==> src/rtl/shr_pkg.sv <==
// -----------------------------------------------------------------------------
// shr_pkg
// Shared definitions for the sequential shift-right ALU op and its helpers:
// default operand width, CCR bit indices and masks (same layout as the other
// ALU ops), and the sequencer state encoding.
// -----------------------------------------------------------------------------
package shr_pkg;

    localparam int OP_SIZE_DEF = 4;

    // CCR layout: {C, V, N, Z}
    localparam int C_IDX = 3;
    localparam int V_IDX = 2;
    localparam int N_IDX = 1;
    localparam int Z_IDX = 0;

    localparam logic [3:0] C_MASK = 4'b1000;
    localparam logic [3:0] V_MASK = 4'b0100;
    localparam logic [3:0] N_MASK = 4'b0010;
    localparam logic [3:0] Z_MASK = 4'b0001;

    typedef enum logic [1:0] {
        ST_IDLE  = 2'd0,
        ST_SHIFT = 2'd1,
        ST_DONE  = 2'd2
    } state_t;

endpackage

==> src/rtl/shr_ccr_calc.sv <==
// -----------------------------------------------------------------------------
// shr_ccr_calc
// Combinational condition-code generator for the ALU ops.
//   C = carry (last bit shifted out)
//   V = sign change between the original operand and the result
//   N = result MSB
//   Z = result is all zeros
// Ports:
//   a_msb  in   MSB of the original operand
//   value  in   final result value (W bits)
//   carry  in   carry / last bit shifted out
//   ccr    out  {C, V, N, Z}
// -----------------------------------------------------------------------------
module shr_ccr_calc
    import shr_pkg::*;
#(
    parameter int W = OP_SIZE_DEF
) (
    input  logic         a_msb,
    input  logic [W-1:0] value,
    input  logic         carry,
    output logic [3:0]   ccr
);

    always_comb begin
        ccr = 4'b0000;
        if (carry)                ccr = ccr | C_MASK;
        if (a_msb ^ value[W-1])   ccr = ccr | V_MASK;
        if (value[W-1])           ccr = ccr | N_MASK;
        if (value == '0)          ccr = ccr | Z_MASK;
    end

endmodule

==> src/rtl/shr_seq.sv <==
// -----------------------------------------------------------------------------
// shr_seq
// Sequential shift-right unit: shifts A right by min(amt, OP_SIZE) positions,
// one bit per clock, in logical or arithmetic mode, then presents R and the
// CCR flags for one DONE cycle and holds them afterwards.
//
// Optional feature macro: SHR_ROTATE_EN
//   defined   : rot=1 selects rotate-right (takes priority over arith)
//   undefined : rot is ignored and no rotate logic exists
//
// Ports:
//   clk    in   clock, rising edge
//   rst    in   synchronous active-high reset
//   start  in   operation request, only looked at in IDLE
//   arith  in   0 = logical (MSB fills 0), 1 = arithmetic (MSB replicated)
//   rot    in   rotate-right select (only with SHR_ROTATE_EN)
//   amt    in   shift amount, saturated to OP_SIZE
//   A      in   operand
//   busy   out  high from the cycle after start is accepted through DONE
//   done   out  one-cycle completion pulse
//   R      out  result, valid from the done cycle, held until next completion
//   CCR    out  {C, V, N, Z}, same validity as R
//
// State  | meaning
// -------+-----------------------------------------------------------------
// IDLE   | waiting for start; R/CCR hold the last completed result
// SHIFT  | one shift per cycle until the latched count runs out
// DONE   | done pulse; R/CCR driven straight from the shift register
// -----------------------------------------------------------------------------
module shr_seq
    import shr_pkg::*;
#(
    parameter int OP_SIZE = OP_SIZE_DEF,
    parameter int CNT_W   = 3
) (
    input  logic               clk,
    input  logic               rst,
    input  logic               start,
    input  logic               arith,
    input  logic               rot,
    input  logic [CNT_W-1:0]   amt,
    input  logic [OP_SIZE-1:0] A,
    output logic               busy,
    output logic               done,
    output logic [OP_SIZE-1:0] R,
    output logic [3:0]         CCR
);

    state_t               state;
    state_t               state_nxt;

    logic [OP_SIZE-1:0]   sh_reg;
    logic [CNT_W-1:0]     cnt;
    logic                 carry;
    logic                 a_msb;
    logic                 arith_q;
    logic [OP_SIZE-1:0]   r_q;
    logic [3:0]           ccr_q;
    logic [3:0]           ccr_now;
    logic [CNT_W-1:0]     amt_sat;
    logic                 fill;

`ifdef SHR_ROTATE_EN
    logic                 rot_q;
`else
    logic                 unused_rot;
    assign unused_rot = rot;
`endif

    assign amt_sat = (amt > CNT_W'(OP_SIZE)) ? CNT_W'(OP_SIZE) : amt;

    // MSB fill for the next shift; rotate wins over arithmetic
    always_comb begin
        fill = 1'b0;
        if (arith_q) fill = sh_reg[OP_SIZE-1];
`ifdef SHR_ROTATE_EN
        if (rot_q)   fill = sh_reg[0];
`endif
    end

    shr_ccr_calc #(
        .W (OP_SIZE)
    ) u_ccr (
        .a_msb (a_msb),
        .value (sh_reg),
        .carry (carry),
        .ccr   (ccr_now)
    );

    always_ff @(posedge clk) begin
        if (rst) state <= ST_IDLE;
        else     state <= state_nxt;
    end

    always_comb begin
        state_nxt = state;
        case (state)
            ST_IDLE: begin
                if (start) state_nxt = (amt_sat != '0) ? ST_SHIFT : ST_DONE;
            end
            ST_SHIFT: begin
                if (cnt == CNT_W'(1)) state_nxt = ST_DONE;
            end
            ST_DONE: begin
                state_nxt = ST_IDLE;
            end
            default: begin
                state_nxt = ST_IDLE;
            end
        endcase
    end

    // During DONE the live register feeds the outputs so the result is visible
    // in the pulse cycle; the captured copy takes over from IDLE onwards.
    always_comb begin
        busy = (state != ST_IDLE);
        done = (state == ST_DONE);
        R    = done ? sh_reg  : r_q;
        CCR  = done ? ccr_now : ccr_q;
    end

    always_ff @(posedge clk) begin
        if (rst) begin
            sh_reg  <= '0;
            cnt     <= '0;
            carry   <= 1'b0;
            a_msb   <= 1'b0;
            arith_q <= 1'b0;
            r_q     <= '0;
            ccr_q   <= 4'b0000;
`ifdef SHR_ROTATE_EN
            rot_q   <= 1'b0;
`endif
        end else begin
            case (state)
                ST_IDLE: begin
                    if (start) begin
                        sh_reg  <= A;
                        cnt     <= amt_sat;
                        carry   <= 1'b0;
                        a_msb   <= A[OP_SIZE-1];
                        arith_q <= arith;
`ifdef SHR_ROTATE_EN
                        rot_q   <= rot;
`endif
                    end
                end
                ST_SHIFT: begin
                    carry  <= sh_reg[0];
                    sh_reg <= {fill, sh_reg[OP_SIZE-1:1]};
                    cnt    <= cnt - CNT_W'(1);
                end
                ST_DONE: begin
                    r_q   <= sh_reg;
                    ccr_q <= ccr_now;
                end
                default: begin
                end
            endcase
        end
    end

endmodule

==> config.mk <==
export PLATFORM = sky130hd
export DESIGN_NAME = shr_seq
export DESIGN_NICKNAME = d
export VERILOG_FILES = /design/src/rtl/shr_pkg.sv /design/src/rtl/shr_ccr_calc.sv /design/src/rtl/shr_seq.sv
export SDC_FILE = /design/constraint.sdc
export NUM_CORES = 1
export LEC_CHECK = 0
export ABC_AREA = 1
export CAP_MARGIN = 15
export CORE_MARGIN = 8
export CORE_UTILIZATION = 48
export DETAILED_ROUTE_END_ITERATION = 6
export GPL_TIMING_DRIVEN = 0
export HOLD_SLACK_MARGIN = 0.06
export PLACE_DENSITY = 0.87
export SLEW_MARGIN = 25
export SYNTH_ARGS = -nofsm -noshare
export SYNTH_HDL_FRONTEND = slang
export SYNTH_SLANG_ARGS = --single-unit
==> constraint.sdc <==
create_clock -name clk -period 1.45 [get_ports clk]
set_input_delay 0.29 -clock clk [delete_from_list [all_inputs] [get_ports clk]]
set_output_delay 0.29 -clock clk [all_outputs]
set_load 0.01 [all_outputs]
==> flow_summary.toml <==
[critical_path]
worstSetupEndpointType = "output port"
path_class = "flop to output port"
worst_r2r_startpoint = "state[0]"
startpoint = "state[0]"
cp-start-kind = "flop"
crit_fanout = 4
crit_arrival_ns = 1.36
cp.required_ns = 1.16

[timing]
final-setup-viol-count = 8
finalCritPeriodShare_pct = 114
layout_setup_ws_ns = -0.199
hold_violations = 0
max_freq_ghz = 0.607
rsz0062_at_grt = "yes"
worstMarginPinSlew_ns = 0.419
timing.final.crit_period_ns = 1.65
fin_skew_ns = 0.00724
drv_slew = 0
maxSlewHeadroom_pct = 72.1

[worst_hold_path]
worstHoldStart = "carry"
hp-class = "flop to flop"

[global_routing]
grt_first_pass_wirelength_mm = 4.27
grt_overflow_total = 0
antenna_found_initial = 0
grt_pass1_vias = 991
grt_max_degree = 13
grt_usage_pct = 15.3

[die]
die_h_microns = 60.3
fp.coreArea_sq_mm = 0.00190
num_rows = 16
io_pins = 22
die_x_microns = 60.3
initial_core_util_pct = 49.5
die_area_sq_mm = 0.00364

[finish]
utilization_pct = 73.8
n_antenna_cell = 0
fin_area_sq_mm = 0.00140
fin_nets = 184
drive_gt1_share_pct = 32.5
syn2layout_area_growth_pct = 49.0

[routing]
via_count = 997
antenna_left = 0
drt_iter0_drc = 38
drc_errors = 0
firstDrtPassIters = 4
drt_wl_total_mm = 2.60
via_per_inst = 5.09
wl_per_cell_microns = 13.2

[clock_tree]
clk_latency_ns = 0.31
cts_max_path_buffers = 2
numCtsBuffers = 3
root_buffer = "clkbuf_4"
h-tree-depth = 1
clock-sinks = 20
clkTransAtPathRegs_ns = 0.12
cts_tree = "done"

[logic_synthesis]
synth_edf_count = 0
syn-num-nets = 146
synth_cells = 132
synth.distinct_cells = 23
yosysWarnings = 0
syn_area_per_cell_sq_um = 7.14
synth_async_sr_flop_share_pct = 0
synth-seq-cells = 20
syn_area_sq_um = 942
synth_ff_type = "dfxtp_1"
yosysSeqAreaShare_pct = 42.5

[placed_design]
io_buffers = 20
gp_congestion = 0.859
dp_hpwl_mm = 1.54
place_area_sq_mm = 0.00118

[run_status]
status = "finished with violations"
violations = "setup timing"

[power]
vdd_ir_drop_max_v = 0.000713
leakagePower_nw = 0.673
cellPowerDensity_mw_per_mm2 = 1060

[run]
drv_cap = 0
==> cell usage in the layout, fill, tap and decap left out, types with 2 or more instances in the layout <==
cell             Yosys  layout
a21oi_1             12      11
buf_2                0       7
buf_4                0      11
buf_6                0       4
clkbuf_4             0       3
clkdlybuf4s50_1      0      10
dfxtp_1             20      17
dfxtp_2              0       2
ha_1                 2       2
inv_1               16      16
nand2_1             31      23
nand2_2              2       6
nand2_4              2       5
nand3_1              4       4
nor2_1              16      13
nor2_4               1       3
nor3_1               3       3
o21ai_0             10       9
o21ai_2              1       2
==> area by class of cell <==
class	count	area [sq um]
flip-flops and latches	20	407
fillers	129	498
multi-input cells	90	522
clock buffers	3	22.5
inverters	20	83.8
clock inverters	1	30.0
well taps	27	33.8
plain buffers	2	28.8
repair buffers	33	277
==> Yosys cell counts (2+ instances only) <==
library cell  count  area [sq um]
nand2_4           2          22.5
nor2_1           16          60.1
ha_1              2          25.0
dfxtp_1          20           400
a21oi_1          12          60.1
inv_2             3          11.3
nor3_1            3          15.0
nand3_1           4          20.0
inv_1            16          60.1
nand2_1          31           116
o21ai_0          10          50.1
nand2_2           2          12.5
==> critical path, cell delays in order, from the launching register on <==
cell and delay (ns):
dfxtp_2 0.37, inv_4 0.05, nand2_8 0.09, inv_6 0.04
or2_0 0.20, o21ai_1 0.12, inv_1 0.07, buf_6 0.12
==> logic make-up (layout without fill, tap and decap cells) <==
logic type | Yosys count | in the layout | synth area share (%)
AO/OA/AOI/OAI | 26 | 26 | 15.3
adder cells (fa/ha/maj) | 2 | 2 | 2.66
XOR/XNOR | 1 | 1 | 0.930
flip-flops | 20 | 20 | 42.5
AND/OR/NAND/NOR | 61 | 61 | 28.7
buffers and inverters | 22 | 59 | 9.96
==> power by group <==
part	internal (W)	switching, W	total, W
registers	0.000595	0.0000425	0.000638
clock network	0.000280	0.000180	0.000459
logic	0.000182	0.000209	0.000390
==> repair_timing <==
item / in CTS / in global routing
hold buffers: 0 / 0
setup endpoints to repair: 10 / 8
cloned: 1 / 0
pin swaps: 3 / 4
resized for setup: 67 / 6
buffers inserted: 9 / 3
==> routing by layer <==
layer | wire length (microns) | track usage [%] | part of all wire, % | vias up
li1 | - | - | - | 492
met1 | 1080 | 16.9 | 42 | 465
met2 | 1290 | 25.9 | 50 | 32
met3 | 148 | 3.01 | 5.7 | 8
met4 | 78 | 10.2 | 3.0 | 0
met5 | 0 | 0 | 0 | -
==> stage by stage <==
step / hold slack (ns) / instances / TNS [ns] / setup slack, ns / total power (W)
after floorplan: 0.359 / 132 / 0 / 0.187 / 0.000831
after global placement: 0.442 / 179 / -2.12 / -0.301 / 0.000943
after detailed placement: 0.449 / 179 / -2.50 / -0.341 / 0.000957
after CTS: 0.466 / 193 / -0.814 / -0.173 / 0.00146
after global routing: 0.511 / 196 / -1.44 / -0.261 / 0.00156
final: 0.470 / 196 / -0.964 / -0.199 / 0.00149
==> path summary, 6_finish.rpt <==
kind	slack, ns	to	depth (start not counted)
max reg2reg	0.08	ccr_q[2]	11
max	-0.20	CCR[3]	7
min	0.47	carry	2
min reg2reg	0.47	carry	2
Power figures use the tool's default switching activity.
